## src/rtl/if_id_if.sv

```systemverilog
// Fetch-to-decode pipeline bundle: fetch-side inputs, hazard controls, decode-side outputs
// and the debug event counters.
interface if_id_if #(
   parameter int WIDTH = 32
);
   logic [WIDTH-1:0] adder_pc_4;
   logic [WIDTH-1:0] if_instruction;
   logic             if_valid;
   logic             stall;
   logic             flush;
   logic [WIDTH-1:0] id_pc_4;
   logic [WIDTH-1:0] id_instruction;
   logic             id_valid;
   logic [31:0]      stall_count;
   logic [31:0]      flush_count;

   modport master (
      output adder_pc_4, if_instruction, if_valid, stall, flush,
      input  id_pc_4, id_instruction, id_valid, stall_count, flush_count
   );

   modport slave (
      input  adder_pc_4, if_instruction, if_valid, stall, flush,
      output id_pc_4, id_instruction, id_valid, stall_count, flush_count
   );
endinterface

```

## src/rtl/if_id_register.sv

```systemverilog
// IF/ID pipeline register: load, hold on stall, bubble on flush, plus saturating
// stall/flush event counters for the debug path.
module if_id_register #(
   parameter int             WIDTH = 32,
   parameter logic [WIDTH-1:0] NOP = '0
) (
   input logic   clk,
   input logic   rst,
   if_id_if.slave bus
);
   logic [WIDTH-1:0] pc_q;
   logic [WIDTH-1:0] instr_q;
   logic             valid_q;
   logic [31:0]      stall_cnt;
   logic [31:0]      flush_cnt;

   // Flush outranks stall so a taken branch never leaves a held wrong-path instruction.
   always_ff @(posedge clk) begin
      if (rst) begin
         pc_q    <= '0;
         instr_q <= NOP;
         valid_q <= 1'b0;
      end else if (bus.flush) begin
         pc_q    <= '0;
         instr_q <= NOP;
         valid_q <= 1'b0;
      end else if (!bus.stall) begin
         pc_q    <= bus.adder_pc_4;
         instr_q <= bus.if_valid ? bus.if_instruction : NOP;
         valid_q <= bus.if_valid;
      end
   end

   always_ff @(posedge clk) begin
      if (rst) begin
         stall_cnt <= '0;
         flush_cnt <= '0;
      end else begin
         if (bus.stall && (stall_cnt != 32'hFFFF_FFFF))
            stall_cnt <= stall_cnt + 32'd1;
         if (bus.flush && (flush_cnt != 32'hFFFF_FFFF))
            flush_cnt <= flush_cnt + 32'd1;
      end
   end

   assign bus.id_pc_4        = pc_q;
   assign bus.id_instruction = instr_q;
   assign bus.id_valid       = valid_q;
   assign bus.stall_count    = stall_cnt;
   assign bus.flush_count    = flush_cnt;
endmodule
```

## src/flat_wrapper.sv

```systemverilog
// flat-port wrapper written by rule: the top's interface ports become plain ports
module if_id_register_flat 
#(
   parameter int             WIDTH = 32,
   parameter logic [WIDTH-1:0] NOP = '0
)
  (clk, rst, bus_adder_pc_4, bus_if_instruction, bus_if_valid, bus_stall, bus_flush, bus_id_pc_4, bus_id_instruction, bus_id_valid, bus_stall_count, bus_flush_count);
  if_id_if #(.WIDTH(WIDTH)) bus_i ();
  input logic clk;
  input logic rst;
  input wire logic [$bits(bus_i.adder_pc_4)-1:0] bus_adder_pc_4;
  input wire logic [$bits(bus_i.if_instruction)-1:0] bus_if_instruction;
  input wire logic [$bits(bus_i.if_valid)-1:0] bus_if_valid;
  input wire logic [$bits(bus_i.stall)-1:0] bus_stall;
  input wire logic [$bits(bus_i.flush)-1:0] bus_flush;
  output wire logic [$bits(bus_i.id_pc_4)-1:0] bus_id_pc_4;
  output wire logic [$bits(bus_i.id_instruction)-1:0] bus_id_instruction;
  output wire logic [$bits(bus_i.id_valid)-1:0] bus_id_valid;
  output wire logic [$bits(bus_i.stall_count)-1:0] bus_stall_count;
  output wire logic [$bits(bus_i.flush_count)-1:0] bus_flush_count;
  assign bus_i.adder_pc_4 = bus_adder_pc_4;
  assign bus_i.if_instruction = bus_if_instruction;
  assign bus_i.if_valid = bus_if_valid;
  assign bus_i.stall = bus_stall;
  assign bus_i.flush = bus_flush;
  assign bus_id_pc_4 = bus_i.id_pc_4;
  assign bus_id_instruction = bus_i.id_instruction;
  assign bus_id_valid = bus_i.id_valid;
  assign bus_stall_count = bus_i.stall_count;
  assign bus_flush_count = bus_i.flush_count;
  if_id_register #(.WIDTH(WIDTH), .NOP(NOP)) u_core (.clk(clk), .rst(rst), .bus(bus_i));
endmodule
```

## config.mk

```make
export PLATFORM = sky130hd
export DESIGN_NAME = if_id_register_flat
export DESIGN_NICKNAME = d
export VERILOG_FILES = /design/src/rtl/if_id_if.sv /design/src/rtl/if_id_register.sv /design/src/flat_wrapper.sv
export SDC_FILE = /design/constraint.sdc
export NUM_CORES = 1
export LEC_CHECK = 0
export BUFFER_PORTS_ARGS = -buffer_cell sky130_fd_sc_hd__buf_4
export CORE_MARGIN = 5
export CORE_UTILIZATION = 52
export CTS_CLUSTER_DIAMETER = 60
export DETAILED_ROUTE_END_ITERATION = 10
export PLACE_DENSITY = 0.83
export SYNTH_ARGS = -nofsm -noshare
export SYNTH_HDL_FRONTEND = slang
export SYNTH_SLANG_ARGS = --single-unit
```

## constraint.sdc

```tcl
create_clock -name clk -period 4.9 [get_ports clk]
set_input_delay 0.49 -clock clk [delete_from_list [all_inputs] [get_ports clk]]
set_output_delay 0.49 -clock clk [all_outputs]
set_load 0.01 [all_outputs]
```

Word-level counts from Yosys, hierarchy flattened
Index checks and enable logic that the tools add are counted.
{"block": "word_totals", "register_bits": 129, "inputBits": 69, "wordCells": 13}
{"block": "classes", "add_sub_neg": 2, "eq_ne": 2, "n_mux": 1, "n_reduce_logical": 3}
{"operator": "32-bit by 1-bit adder with 32-bit output (second input constant)", "n": 2}
{"operator": "32-bit != test (second input constant)", "n": 2}
{"operator": "32-bit two-way mux", "n": 1}
{"operator": "1-bit logical AND", "n": 2}
{"operator": "2-bit OR reduction", "n": 1}

Depth between registers and ports, before layout
{"block": "depth", "word_depth": 2, "depth_mapped": 7, "ltp_nobuf": 6}

Least setup slack after synthesis
OpenSTA, ideal clock, no wires.
{"block": "synth_timing", "path_type": "register to register", "startpoint": "reg u_core.stall_cnt[4], in the netlist u_core.bus.stall_count[4]", "endpoint": "reg u_core.stall_cnt[30], in the netlist u_core.bus.stall_count[30]", "setup_time_ns": 0.070, "arrival_time_ns": 2.257, "setup_slack_ns": 2.572, "path_stages_with_launch": 7, "n_path_buf": 1, "synth_period_minus_slack_ns": 2.328, "path_cell_list": "dfxtp_1 nand4_2 or4_4 buf_6 a2111o_1 or4_1 a21oi_1"}
{"block": "synth_between", "elab_chain_cells": 2, "word_cells_on_any_way": 3, "classes_between": "add/sub: 1; eq/ne: 1; reduce/logical: 1"}
{"element": "start, declared", "line_no": "if_id_register.sv:14", "text": "logic [31:0] stall_cnt;"}
{"element": "start signal, assigned", "line_no": "if_id_register.sv:40", "text": "stall_cnt <= stall_cnt + 32'd1;"}
{"element": "parallel branches: the longest is 2 deep, another holds 32-bit by 1-bit adder with 32-bit output"}
Parallel ways; which one is timed is not known.
A chain may end at the register's enable or synchronous reset.

Worst setup path in the final report
{"block": "layout_timing", "startpoint": "reg u_core.stall_cnt[4], in the netlist u_core.bus.stall_count[4]", "endpoint": "reg u_core.stall_cnt[27], in the netlist u_core.bus.stall_count[27]"}
The elaborated chain is that of the path after synthesis.

==> impl_results.md <==
* Vias per cell at 5.67
* Crit start category: register
* Commonest non-fill, non-tap cell in the layout: buf_4
* Post-Synth Adder-Cell Area at 0.464%
* Clock skew at 0.00575 ns
* Endpoint type of the worst setup path: register
* R2R cell count at 5
* Final period util at around 55%
* Worst Hold Path Cells at 3
* CP max FO at 9
* Initial Utilization at a little over half
* Setup ws final at between 2 and 2.5 ns
* GRT Overall Usage at 24.6%
* Internal at 2.00 mW
* Fin util at about three quarters
* Seq cells post-synth at 129
* Layout Cell Area excl Fill at 0.00752 mm^2
* Crit path DAT at 3.13 ns
* Maximum VDD drop at between 0.3 and 0.4 mV
* Worst-path clk slew at 0.06 ns
* Global-route wire length before repair at 25.2 mm
* Chip width at ~110 um
* DRT antenna net count at 0
* FP Rows at 37
* Yosys cell types at 47
* Largest family of logic cells by synthesized area: simple AND/OR/NAND/NOR gates
* Hold Path End: u_core.bus.id_instruction[10]$_SDFFE_PP0N_
* Vias at 5,277
* Gpl congestion at between 0.8 and 0.9
* Clock sink count at between 100 and 150
* Synth warn at 0
* Post-Syn Area per Cell at between 8 and 9 um^2
* Most frequent cells in the layout: buf_4, dfxtp_1, nor2_1
* Max Clock Freq at 0.372 GHz
* Worst path cell trace: nand4_2 > nor4_1 > nand4_1 > or4_1 > a21oi_1
* Ports at 198
* Hold buffer count at CTS at 0
* Core area at 0.0102 mm^2
* Psw at 0.541 mW
* CP delay by family, top: simple AND/OR/NAND/NOR gates
* CTS buffer count at 17
* Top FF cell, synth: dfxtp_1
* Wire per inst at 16.7 um
* Hold Startpoint: bus_if_instruction[10]
* Reg2reg start: u_core.bus.stall_count[4]$_SDFFE_PP0P_
* Die Ht at around 110 um
* Die area at 0.0125 mm^2
* Slowest CP cell: nor4_1
* CTS H-tree depth at 4
* Synth Area in XOR/XNOR at 2.28%
* CTS tree: yes
* Vias in the first global route at 5,192
* Post-synth EDFFs at 0
* Post-CTS Resized at 0
* Clk network pwr share at 51.2%
* Post-detail-place hpwl at 11.0 mm
* Antenna diodes at 0
* Nets at 854
* Sequential area share after synthesis at 47.9%
* Multiplexer share of the synthesized area at 8.20%
* CTS root buf: clkbuf_8
* PortBufs at just under 200
* Dpl ws at 2.05 ns
* Flop pwr share at 42.5%
* Largest net degree at the start of global routing at 75
* Worst path max stage delay at approximately 0.78 ns
* Reg2Reg Setup Slack at 2.21 ns
* Final Max Slew Viols at 0
* Final WL at between 15 and 20 mm
* Setup TNS at 0 ns
* Slew margin rel. at 19.0%
* Minimum clock period after layout at 2.69 ns
* DR DRC count at 0
* Final hold slack at ~0.20 ns
* Fin. Hold Viols at 0
* Buffer depth of the longest clock path at 2
* Worst EP required at ~5.3 ns
* Synth Net Count at 672
* Final setup violation count at 0
* Initial drt markers at 332
* Worst Tran Pin Value at between 1 and 1.5 ns
* Post-synth ARST share at 0%
* DRT Pass-1 Iters at 5
* Sum of buffers and inverters on the critical path at 0
* Worst Path Class, Setup: register to register
* Max_cap viols at 0
* Combinational fraction of design power at roughly 6.2%
* Share of layout cells above drive strength 1 at 30.9%
* Post-placement cell area at 0.00691 mm^2
* Power Total at 2.54 mW
* Post-placement cell count at 900
* Min-delay worst type: input port to register
* RR Endpoint: u_core.bus.stall_count[27]$_SDFFE_PP0P_
* RSZ-0062 raised after global routing: no
* Grt ovf at 0
* Static leakage at between 3 and 4 nW
* Clk_lat worst skew at 0.52 ns
* Synth Instances at 601
* Initial antenna violation count at 0
* Total setup buffers inserted after CTS at 0
* Status: finished, final reports clean
* Post-Syn Area at 0.00539 mm^2
* Pwr/cell area at 338 mW/mm^2
* Synth Area in Simple Gates at between 20% and 30%
* P&R area growth vs syn at 39.6%
* Final std cells w/o fill at between 900 and 1,000
* Area fraction in compound gates after synthesis at between 15 and 20%
* Sw frac at 21.3%
logic make-up (layout without fill, tap and decap cells):
logic type,Yosys count,count (layout)
fa+ha+maj,2,2
compound gates,131,131
xor+xnor,14,14
buf+inv,46,240
mux,43,43
simple gates,236,236
flops,129,129
synth_stat cells (2+ instances only):
library cell,instances,area share [%]
o31a_1,2,0.33
o41ai_1,3,0.49
nand3_1,20,1.9
inv_1,10,0.70
xor2_1,5,0.81
ha_1,2,0.46
or4_1,11,1.5
mux2i_1,34,6.3
o2111ai_1,3,0.49
a21oi_1,41,3.8
and3_1,7,0.81
a31oi_1,2,0.23
nor2_1,101,7.0
clkbuf_1,31,2.2
a2111oi_0,2,0.33
or2_2,3,0.35
o31ai_1,11,1.5
dfxtp_1,129,48
nor3_1,6,0.56
nand4_1,16,1.9
nand2_1,20,1.4
nor2b_1,8,0.93
a211oi_1,2,0.28
or3_1,24,2.8
and2_1,3,0.35
buf_1,4,0.28
mux2_2,9,1.9
o21ai_0,26,2.4
and4_1,5,0.81
a22oi_1,32,4.5
xnor2_1,9,1.5
nand3b_1,2,0.28
nor4_1,4,0.46
area by class of cell:
type | count | area [um^2]
Inverter | 10 | 37.5
Clock buffer | 21 | 449
Timing Repair Buffer | 199 | 1490
Multi-Input combinational cell | 426 | 2630
Fill cell | 722 | 2710
Sequential cell | 129 | 2580
Clock inverter | 10 | 159
Tap cell | 136 | 170
registers in the layout, summed over array words and instances, names as in the netlist:
name / flops
u_core.bus.id_instruction: 32
u_core.bus.stall_count: 32
u_core.bus.id_valid: 1
u_core.bus.id_pc_4: 32
u_core.bus.flush_count: 32
how the worst max path moves through the flow:
stage,startpoint,endpoint,slack (ns),cells after the start
6_report,u_core.bus.stall_count[4]$_SDFFE_PP0P_,u_core.bus.stall_count[27]$_SDFFE_PP0P_,2.21,5
4_1_cts,u_core.bus.flush_count[4]$_SDFFE_PP0P_,u_core.bus.flush_count[1]$_SDFFE_PP0P_,2.21,5
2_1_floorplan,u_core.bus.stall_count[4]$_SDFFE_PP0P_,u_core.bus.stall_count[30]$_SDFFE_PP0P_,2.57,6
5_1_grt,u_core.bus.flush_count[5]$_SDFFE_PP0P_,u_core.bus.flush_count[3]$_SDFFE_PP0P_,1.95,5
3_5_place_dp,bus_stall,u_core.bus.stall_count[27]$_SDFFE_PP0P_,2.05,6
3_3_place_gp,bus_stall,u_core.bus.stall_count[27]$_SDFFE_PP0P_,2.11,6
layer usage:
| layer | part of all wire [%] | GRT usage [%] | vias up |
|---|---|---|---|
| li1 | - | - | 2543 |
| met1 | 38 | 27.0 | 2478 |
| met2 | 50 | 41.5 | 225 |
| met3 | 10 | 11.8 | 31 |
| met4 | 2.0 | 8.43 | 0 |
| met5 | 0 | 0 | - |
worst reg2reg max path, delay by kind of cell (launching register included):
kind,cells,cell delay (ns)
AOI/OAI and AO/OA,1,0.17
DFF,1,0.45
and+or+nand+nor,4,2.00
power groups by stage:
stage          logic (mW)  clock network, mW  registers [mW]
5_1_grt             0.173               1.38            1.08
2_1_floorplan      0.0671                  0            1.11
6_report            0.158               1.30            1.08
4_1_cts             0.159               1.32            1.08
3_3_place_gp        0.153                  0            1.10
3_5_place_dp        0.158                  0            1.10
No activity file was read; power rests on OpenSTA's default activity.
